$ cat src/rtl/jtag_pkg.sv
// Shared types and field offsets for the JTAG address/data debug-access block.
package jtag_pkg;

    typedef enum logic {StIdle = 1'b0, StReq = 1'b1} state_e;

    // Status bits at the bottom of the data DR; the data field starts at STAT_W.
    localparam int unsigned STAT_BUSY = 0;
    localparam int unsigned STAT_ERR  = 1;
    localparam int unsigned STAT_W    = 2;

    // Flag offsets above the AW-bit address field in the address DR.
    localparam int unsigned ADDR_WR_OFS  = 0;
    localparam int unsigned ADDR_INC_OFS = 1;

endpackage

$ cat src/rtl/jtag_addr_data_if.sv
// Single-beat req/ack bus between the JTAG access block and the debug bus bridge.
interface jtag_addr_data_if #(
    parameter int unsigned AW = 32,
    parameter int unsigned DW = 64
);
    logic          req;
    logic          we;
    logic [AW-1:0] addr;
    logic [DW-1:0] wdata;
    logic          ack;
    logic [DW-1:0] rdata;
    logic          err;

    modport master (output req, we, addr, wdata, input ack, rdata, err);
    modport slave  (input req, we, addr, wdata, output ack, rdata, err);
endinterface

$ cat src/rtl/jtag_shift_reg.sv
// One JTAG data register: qualifies TAP strobes with its select and holds the shift chain.
module jtag_shift_reg #(
    parameter int unsigned W = 8
) (
    input  logic         i_clk,
    input  logic         i_rst_n,
    input  logic         i_sel,
    input  logic         i_capture,
    input  logic         i_shift,
    input  logic         i_update,
    input  logic         i_tdi,
    input  logic [W-1:0] i_cap_data,
    output logic [W-1:0] o_sr,
    output logic         o_update,
    output logic         o_tdo
);
    logic [W-1:0] r_sr;
    logic         w_capture;
    logic         w_shift;

    // Priority CAPTURE > UPDATE > SHIFT.
    assign w_capture = i_sel & i_capture;
    assign o_update  = i_sel & i_update & ~i_capture;
    assign w_shift   = i_sel & i_shift & ~i_update & ~i_capture;

    always_ff @(posedge i_clk or negedge i_rst_n) begin
        if (!i_rst_n) begin
            r_sr <= '0;
        end else if (w_capture) begin
            r_sr <= i_cap_data;
        end else if (w_shift) begin
            r_sr <= {i_tdi, r_sr[W-1:1]};
        end
    end

    assign o_sr  = r_sr;
    assign o_tdo = r_sr[0];
endmodule

$ cat src/rtl/jtag_addr_data.sv
// JTAG debug access: address/command DR and data/status DR launching single-beat bus accesses.
module jtag_addr_data
    import jtag_pkg::*;
#(
    parameter int unsigned AW     = 32,
    parameter int unsigned DW     = 64,
    parameter int unsigned STRIDE = 8
) (
    input  logic             i_tck,
    input  logic             i_reset_n,
    input  logic             i_capture,
    input  logic             i_shift,
    input  logic             i_update,
    input  logic             i_tdi,
    input  logic             i_sel_addr,
    input  logic             i_sel_data,
    output logic             o_tdo,
    jtag_addr_data_if.master bus
);
    localparam int unsigned AddrW  = AW + 2;
    localparam int unsigned DataW  = DW + 2;
    localparam int unsigned WrBit  = AW + ADDR_WR_OFS;
    localparam int unsigned IncBit = AW + ADDR_INC_OFS;

    state_e        r_state;
    logic [AW-1:0] r_addr;
    logic          r_inc;
    logic          r_wr;
    logic [DW-1:0] r_rdata;
    logic          r_err;
    logic          r_bus_req;
    logic          r_bus_we;
    logic [AW-1:0] r_bus_addr;
    logic [DW-1:0] r_bus_wdata;

    logic             w_sel_data;
    logic             w_busy;
    logic [AddrW-1:0] w_addr_cap;
    logic [DataW-1:0] w_data_cap;
    logic [AddrW-1:0] w_addr_sr;
    logic [DataW-1:0] w_data_sr;
    logic             w_addr_upd;
    logic             w_data_upd;
    logic             w_addr_tdo;
    logic             w_data_tdo;

    // Address DR wins when both are selected; the data DR sees no strobes then.
    assign w_sel_data = i_sel_data & ~i_sel_addr;
    assign w_busy     = (r_state == StReq);

    always_comb begin
        w_addr_cap                   = '0;
        w_addr_cap[AW-1:0]           = r_addr;
        w_addr_cap[WrBit]            = r_wr;
        w_addr_cap[IncBit]           = r_inc;
        w_data_cap                   = '0;
        w_data_cap[DataW-1:STAT_W]   = r_rdata;
        w_data_cap[STAT_ERR]         = r_err;
        w_data_cap[STAT_BUSY]        = w_busy;
    end

    jtag_shift_reg #(.W(AddrW)) u_addr_dr (
        .i_clk      (i_tck),
        .i_rst_n    (i_reset_n),
        .i_sel      (i_sel_addr),
        .i_capture  (i_capture),
        .i_shift    (i_shift),
        .i_update   (i_update),
        .i_tdi      (i_tdi),
        .i_cap_data (w_addr_cap),
        .o_sr       (w_addr_sr),
        .o_update   (w_addr_upd),
        .o_tdo      (w_addr_tdo)
    );

    jtag_shift_reg #(.W(DataW)) u_data_dr (
        .i_clk      (i_tck),
        .i_rst_n    (i_reset_n),
        .i_sel      (w_sel_data),
        .i_capture  (i_capture),
        .i_shift    (i_shift),
        .i_update   (i_update),
        .i_tdi      (i_tdi),
        .i_cap_data (w_data_cap),
        .o_sr       (w_data_sr),
        .o_update   (w_data_upd),
        .o_tdo      (w_data_tdo)
    );

    always_ff @(posedge i_tck or negedge i_reset_n) begin
        if (!i_reset_n) begin
            r_state     <= StIdle;
            r_addr      <= '0;
            r_inc       <= 1'b0;
            r_wr        <= 1'b0;
            r_rdata     <= '0;
            r_err       <= 1'b0;
            r_bus_req   <= 1'b0;
            r_bus_we    <= 1'b0;
            r_bus_addr  <= '0;
            r_bus_wdata <= '0;
        end else begin
            unique case (r_state)
                StIdle: begin
                    if (w_addr_upd) begin
                        r_addr <= w_addr_sr[AW-1:0];
                        r_wr   <= w_addr_sr[WrBit];
                        r_inc  <= w_addr_sr[IncBit];
                        r_err  <= 1'b0;
                        if (!w_addr_sr[WrBit]) begin
                            r_state    <= StReq;
                            r_bus_req  <= 1'b1;
                            r_bus_we   <= 1'b0;
                            r_bus_addr <= w_addr_sr[AW-1:0];
                        end
                    end else if (w_data_upd) begin
                        r_state    <= StReq;
                        r_bus_req  <= 1'b1;
                        r_bus_we   <= r_wr;
                        r_bus_addr <= r_addr;
                        if (r_wr) begin
                            r_bus_wdata <= w_data_sr[DataW-1:STAT_W];
                        end
                    end
                end
                StReq: begin
                    // Any UPDATE while an access is outstanding is an overrun.
                    r_err <= r_err | w_addr_upd | w_data_upd | (bus.ack & bus.err);
                    if (bus.ack) begin
                        r_state   <= StIdle;
                        r_bus_req <= 1'b0;
                        if (!r_bus_we) begin
                            r_rdata <= bus.rdata;
                        end
                        if (r_inc) begin
                            r_addr <= r_addr + AW'(STRIDE);
                        end
                    end
                end
                default: r_state <= StIdle;
            endcase
        end
    end

    assign bus.req   = r_bus_req;
    assign bus.we    = r_bus_we;
    assign bus.addr  = r_bus_addr;
    assign bus.wdata = r_bus_wdata;

    assign o_tdo = i_sel_addr ? w_addr_tdo : (i_sel_data ? w_data_tdo : 1'b0);
endmodule
$ cat src/flat_wrapper.sv
// flat-port wrapper written by rule: the top's interface ports become plain ports
module jtag_addr_data_flat import jtag_pkg::*;
#(
    parameter int unsigned AW     = 32,
    parameter int unsigned DW     = 64,
    parameter int unsigned STRIDE = 8
)
  (i_tck, i_reset_n, i_capture, i_shift, i_update, i_tdi, i_sel_addr, i_sel_data, o_tdo, bus_req, bus_we, bus_addr, bus_wdata, bus_ack, bus_rdata, bus_err);
  jtag_addr_data_if #(.AW(AW), .DW(DW)) bus_i ();
  input  logic i_tck;
  input  logic i_reset_n;
  input  logic i_capture;
  input  logic i_shift;
  input  logic i_update;
  input  logic i_tdi;
  input  logic i_sel_addr;
  input  logic i_sel_data;
  output logic o_tdo;
  output wire logic [$bits(bus_i.req)-1:0] bus_req;
  output wire logic [$bits(bus_i.we)-1:0] bus_we;
  output wire logic [$bits(bus_i.addr)-1:0] bus_addr;
  output wire logic [$bits(bus_i.wdata)-1:0] bus_wdata;
  input wire logic [$bits(bus_i.ack)-1:0] bus_ack;
  input wire logic [$bits(bus_i.rdata)-1:0] bus_rdata;
  input wire logic [$bits(bus_i.err)-1:0] bus_err;
  assign bus_req = bus_i.req;
  assign bus_we = bus_i.we;
  assign bus_addr = bus_i.addr;
  assign bus_wdata = bus_i.wdata;
  assign bus_i.ack = bus_ack;
  assign bus_i.rdata = bus_rdata;
  assign bus_i.err = bus_err;
  jtag_addr_data #(.AW(AW), .DW(DW), .STRIDE(STRIDE)) u_core (.i_tck(i_tck), .i_reset_n(i_reset_n), .i_capture(i_capture), .i_shift(i_shift), .i_update(i_update), .i_tdi(i_tdi), .i_sel_addr(i_sel_addr), .i_sel_data(i_sel_data), .o_tdo(o_tdo), .bus(bus_i));
endmodule
$ cat config.mk
export PLATFORM = sky130hd
export DESIGN_NAME = jtag_addr_data_flat
export DESIGN_NICKNAME = d
export VERILOG_FILES = /design/src/rtl/jtag_pkg.sv /design/src/rtl/jtag_addr_data_if.sv /design/src/rtl/jtag_shift_reg.sv /design/src/rtl/jtag_addr_data.sv /design/src/flat_wrapper.sv
export SDC_FILE = /design/constraint.sdc
export NUM_CORES = 1
export LEC_CHECK = 0
export ABC_AREA = 1
export BUFFER_PORTS_ARGS = -buffer_cell sky130_fd_sc_hd__buf_2
export CAP_MARGIN = 20
export CORE_ASPECT_RATIO = 1.75
export CORE_UTILIZATION = 40
export DETAILED_ROUTE_END_ITERATION = 16
export GPL_ROUTABILITY_DRIVEN = 0
export SYNTH_ARGS = -nofsm -noshare
export SYNTH_HDL_FRONTEND = slang
export SYNTH_HIERARCHICAL = 1
export SYNTH_SLANG_ARGS = --single-unit
$ cat constraint.sdc
create_clock -name i_tck -period 1.6 [get_ports i_tck]
set_clock_uncertainty 0.05 [all_clocks]
set_input_delay 0.08 -clock i_tck [delete_from_list [all_inputs] [get_ports i_tck]]
set_output_delay 0.08 -clock i_tck [all_outputs]
set_load 0.005 [all_outputs]
==> run summary, run 1 <==
Mapped Area = 0.0146 sq mm
Slew Viols, Final = 0
Worst IR drop on VDD = 0.000782 V
Setup Viol. Count Final = 4
Total core area = 0.0360 sq mm
Hpwl dp = 26400 microns
Clk pin slew, worst setup/hold paths = 0.07 ns
Critical Path Source Type = register
Area delta synth->final = 26.3%
Hold Vio Cnt, Final = 0
Syn nets = 1711
Worst path max stage delay = 0.47 ns
H-tree depth = 1
Crit share post-route = 101%
Fin nets = 1987
Fmax = 620 MHz
Power Total = 29.2 mW
Post-placement cell count = 2272
Fin area = 0.0184 sq mm
Vias in the first global route = 12300
Period minus WS final = 1.61 ns
First-pass GRT wire length = 63900 microns
Power per cell area = 1580 mW/mm^2
Largest net degree at the start of global routing = 78
All-Layer GR Usage = 21.3%
Ys Warns = 6
Die footprint = 0.0373 sq mm
Final ANT Viol Nets = 0
RSZ-0062 raised after global routing = true
Root Buffer = clkbuf_16
Static Leakage = 9.41 nW
Synthesized area per cell = 8.92 sq um
IO Pins = 173
IO Port Bufs = 172
Worst EP required = 2.03 ns
Status = complete, but fails checks
CP cell instances = buf_12 > nor2_8 > inv_4 > o22ai_4 > buf_4 > clkbuf_16 > nor2_1 > a31oi_1
Initial Util = 40.5%
Worst-Skew Late Latency = 0.56 ns
CTS tree = built
Least-Margin Pin Slew = 0.617 ns
Vias/cell = 5.12
Reg-to-reg endpoint = u_core/bus.addr[21]
Num CTS Buffers = 28
Reg2Reg Depth = 8
Drt wl/cell = 16.9 microns
Worst hold endpoint = u_core/u_data_dr/o_sr[7]
Num rows = 92
Final worst slack = -0.0122 ns
HP Class = input pin to register
FF-to-FF setup slack = -0.01 ns
Share of cells above drive strength 1 = 30.3%
Pre-CTS WS = -0.0120 ns
Placed inst area = 0.0164 sq mm
Rel. slew slack = 58.8%
Synth Instances = 1636
Buffer depth of the longest clock path = 3
DRT Pass-1 Iters = 7
WL final = 40700 microns
Slowest cell on crit path = dfrtp_2
Drt drc = 0
Global route overflow = 0
Crit end category = register
Hold Startpoint = i_capture
Fin cells = 2402
Die width = 146 microns
Failing checks = setup timing
Number of antenna violations at the first check in global routing = 0
CP max FO = 20
Crit path arrival time = 2.04 ns
Crit Path Class = register to register
RR Startpoint = u_core/r_state
Clk sinks = 298
Chip height = 255 microns
Max-cap viol count = 0
DR vias = 12300
Initial DRC count = 714
Antenna Cells = 0
Hold Crit Depth = 6
cell type report:
type / instances / area [sq um]
clock buffer: 41 / 831
clock inverter: 9 / 126
fill: 3343 / 17600
inverter: 42 / 165
multi-input combinational: 1189 / 6480
sequential: 298 / 7460
tap: 470 / 588
timing repair buffer: 353 / 2780
registers in the layout, summed over array words and instances (netlist names):
name	flops
u_core/u_data_dr/o_sr	66
u_core/bus.wdata	64
u_core/r_rdata	64
u_core/u_addr_dr/o_sr	34
u_core/bus.addr	32
u_core/r_addr	32
u_core/bus.req	1
u_core/bus.we	1
u_core/r_err	1
u_core/r_inc	1
u_core/r_state	1
u_core/r_wr	1
timing repair:
| item | CTS | global route |
|---|---|---|
| hold endpoints to repair | 367 | 0 |
| pin swaps | 0 | 15 |
| endpoints found under the setup margin | 7 | 45 |
| buffers inserted | 0 | 7 |
| gates cloned | 0 | 5 |
| gates resized for setup | 6 | 67 |
| hold buffers | 69 | 0 |
how the worst max path moves through the flow:
stage,end,from,cells after the start
floorplan,u_core/bus.wdata[54],i_capture,9
detailed placement,u_core/r_addr[11],u_core/r_addr[4],9
global placement,u_core/r_addr[22],u_core/r_addr[3],10
CTS,u_core/r_addr[28],u_core/r_addr[4],10
global route,u_core/bus.addr[20],u_core/r_state,8
finish,u_core/bus.addr[21],u_core/r_state,8
per-layer routing:
metal | global-route usage (%) | share of wire (%) | vias to the layer above
li1 | - | - | 5887
met1 | 23.9 | 38 | 5993
met2 | 40.7 | 54 | 326
met3 | 2.36 | 4.4 | 82
met4 | 8.57 | 3.5 | 0
met5 | 0 | 0 | -
placed cells by master, fill, tap and decap left out, types with 6 or more instances in the layout:
| cell type | instances |
|---|---|
| a21oi_1 | 17 |
| a31oi_1 | 33 |
| buf_12 | 23 |
| buf_2 | 170 |
| buf_4 | 82 |
| clkbuf_1 | 6 |
| clkbuf_16 | 33 |
| clkbuf_8 | 6 |
| dfrtp_1 | 292 |
| dfrtp_2 | 6 |
| dlygate4sd3_1 | 68 |
| inv_1 | 38 |
| mux2_2 | 119 |
| mux2_4 | 9 |
| nand2_1 | 570 |
| nand2_2 | 44 |
| nand3_1 | 211 |
| nand3_2 | 22 |
| nor2_1 | 76 |
| nor2_2 | 19 |
| nor2_4 | 17 |
| o21ai_0 | 22 |
per-stage QoR:
stage               TNS (ns)  hold slack (ns)  utilization, %
CTS                 -0.00675           0.0388            50.2
floorplan                  0           -0.266               -
global placement           0          -0.0665            45.5
detailed placement   -0.0140          -0.0668            45.5
finish               -0.0379           0.0406            51.2
global route           -1.21            0.107            51.2
worst max-delay path, delay by kind of cell (launching register included):
kind | cells | cell delay, ns
AOI/OAI and AO/OA | 2 | 0.28
DFF | 1 | 0.47
and+or+nand+nor | 2 | 0.14
buffers and inverters | 4 | 0.57
where the power goes:
part / leakage (nW) / switching, mW / internal [mW]
sequential: 3.80 / 2.22 / 10.3
combinational: 5.14 / 4.93 / 4.74
clock: 0.470 / 2.90 / 4.07
Power figures use the tool's default switching activity.
==> run 2: changes to the inputs <==
--- a/config.mk
+++ b/config.mk
@@ -5,13 +5,13 @@
 export SDC_FILE = /design/constraint.sdc
 export NUM_CORES = 1
 export LEC_CHECK = 0
-export ABC_AREA = 1
 export BUFFER_PORTS_ARGS = -buffer_cell sky130_fd_sc_hd__buf_2
 export CAP_MARGIN = 20
 export CORE_ASPECT_RATIO = 1.75
-export CORE_UTILIZATION = 40
+export CORE_UTILIZATION = 46
 export DETAILED_ROUTE_END_ITERATION = 16
 export GPL_ROUTABILITY_DRIVEN = 0
+export PLACE_DENSITY = 0.68
 export SYNTH_ARGS = -nofsm -noshare
 export SYNTH_HDL_FRONTEND = slang
 export SYNTH_HIERARCHICAL = 1
==> run 2 against run 1 <==
  * The run still ends with setup timing left
  * Non-clock buffer count rose by 2
  * Register-to-register slack got worse by 0.15 ns
  * Global-route usage is 0.21 points lower
  * Critical path depth fell by 1
  * Flip-flop and latch count unchanged
  * Highest routed layer unchanged
==> run summary, run 2 <==
Most frequent cells in the layout = dfrtp_1 (297), mux2_2 (228), buf_2 (171), mux2_4 (100), buf_4 (81)
Total core area = 0.0295 sq mm
Hold Crit Depth = 4
H-tree depth = 1
Crit Path Class = register to register
Final worst slack = -0.165 ns
Die width = 133 microns
RR Startpoint = u_core/r_addr[4]
CP cell instances = ha_2 > nand4_1 > nor4_4 > buf_6 > nand3_2 > a21oi_1 > a2bb2oi_1
RSZ-0062 raised after global routing = true
Drt drc = 0
Hold Startpoint = i_sel_addr
Worst EP required = 2.02 ns
All-Layer GR Usage = 21.1%
Worst path max stage delay = 0.36 ns
Antenna Cells = 0
Largest register FFs = 66
Slew Viols, Final = 0
Global route overflow = 0
Reg2Reg Depth = 7
Power Total = 28.7 mW
Vias in the first global route = 9866
Fin area = 0.0179 sq mm
Buffer depth of the longest clock path = 3
Ys Warns = 6
Area delta synth->final = 28.9%
Power per cell area = 1600 mW/mm^2
Fin nets = 1411
Syn nets = 1091
Final TNS setup = -1.05 ns
Num rows = 83
Hold Vio Cnt, Final = 0
Status = complete, but fails checks
Worst IR drop on VDD = 0.000953 V
FF-to-FF setup slack = -0.16 ns
Clk pin slew, worst setup/hold paths = 0.07 ns
Vias/cell = 5.31
Fmax = 567 MHz
Least-Margin Pin Slew = 0.659 ns
IO Port Bufs = 172
Critical Path Source Type = register
DRT Pass-1 Iters = 4
Worst-Skew Late Latency = 0.54 ns
Chip height = 232 microns
Num CTS Buffers = 28
Fin util = 60.7%
IO Pins = 173
Final ANT Viol Nets = 0
Mapped Area = 0.0139 sq mm
Placed inst area = 0.0160 sq mm
Worst hold endpoint = u_core/u_addr_dr/o_sr[0]
Share of cells above drive strength 1 = 52.4%
HP Class = input pin to register
Clk sinks = 298
CP max FO = 8
Drt wl/cell = 18.6 microns
DR vias = 9238
WL final = 32400 microns
Setup Viol. Count Final = 13
Root Buffer = clkbuf_16
Static Leakage = 8.59 nW
Net switching power = 8.42 mW
Most common cell after layout, fill and taps aside = dfrtp_1
Period minus WS final = 1.76 ns
Synth Instances = 1016
Reg-to-reg endpoint = u_core/r_addr[21]
Hpwl dp = 21700 microns
Initial DRC count = 330
CTS tree = built
Sw frac = 29.3%
First-pass GRT wire length = 52000 microns
Crit end category = register
Part of the power in registers = 44.6%
Crit share post-route = 110%
Combinational Power Share = 31.2%
Internal power = 20.3 mW
Rel. slew slack = 55.9%
Initial Util = 47.1%
Slowest cell on crit path = dfrtp_1
Clk pwr share = 24.2%
Failing checks = setup timing
Number of antenna violations at the first check in global routing = 0
Largest net degree at the start of global routing = 61
Synthesized area per cell = 13.7 sq um
Crit path arrival time = 2.18 ns
Max-cap viol count = 0
Die footprint = 0.0309 sq mm
[run 2: per-stage QoR]
stage	cells	setup WS (ns)	hold slack, ns
detailed placement	1612	-0.173	-0.0530
floorplan	1016	-0.158	-0.266
CTS	1735	-0.144	0.0410
global route	1739	-0.279	0.0945
global placement	1612	-0.172	-0.0546
finish	1739	-0.165	0.0849
[run 2: how the worst max path moves through the flow]
| stage | depth (start not counted) | slack (ns) | end | startpoint |
|---|---|---|---|---|
| finish | 7 | -0.16 | u_core/r_addr[21] | u_core/r_addr[4] |
| detailed placement | 9 | -0.17 | u_core/bus.wdata[61] | i_sel_addr |
| global placement | 9 | -0.17 | u_core/bus.wdata[38] | i_sel_addr |
| CTS | 7 | -0.14 | u_core/r_addr[21] | u_core/r_addr[4] |
| global route | 7 | -0.28 | u_core/r_addr[21] | u_core/r_addr[4] |
| floorplan | 6 | -0.16 | u_core/r_addr[23] | u_core/r_addr[3] |
[run 2: repair_timing]
action,4_1_cts,5_1_grt
hold buffers,71,0
pin swaps,9,15
hold endpoints to repair,367,0
setup endpoints to repair,11,90
setup buffers,1,3
resized for setup,8,38
gates cloned,0,2
[run 2: area by class of cell]
type | count | area (sq um)
fill | 2377 | 11600
sequential | 298 | 7460
multi-input combinational | 647 | 6190
timing repair buffer | 355 | 2790
clock buffer | 42 | 845
tap | 382 | 478
clock inverter | 9 | 123
inverter | 6 | 22.5
[run 2: layer usage]
metal / share of wire [%] / vias to the layer above / wire length (microns) / track usage (%)
met3: 3.1 / 49 / 1010 / 2.47
met2: 56 / 164 / 18100 / 40.3
met4: 2.5 / 0 / 821 / 7.10
met5: 0 / - / 0 / 0
li1: - / 4312 / - / -
met1: 38 / 4713 / 12400 / 23.9
[run 2: power groups by stage]
| stage | logic [mW] | registers [mW] | clock network [mW] |
|---|---|---|---|
| floorplan | 5.77 | 12.4 | 0 |
| global placement | 8.33 | 12.8 | 0 |
| global route | 9.76 | 13.2 | 7.39 |
| CTS | 8.82 | 12.8 | 7.09 |
| detailed placement | 8.60 | 12.9 | 0 |
| finish | 8.95 | 12.8 | 6.95 |
[run 2: critical path, delay by kind of cell (launching register included)]
kind / cells / cell delay (ns)
AO/OA/AOI/OAI: 2 / 0.30
adder cells (fa/ha/maj): 1 / 0.18
buffers and inverters: 1 / 0.19
flip-flops: 1 / 0.36
AND/OR/NAND/NOR: 3 / 0.61
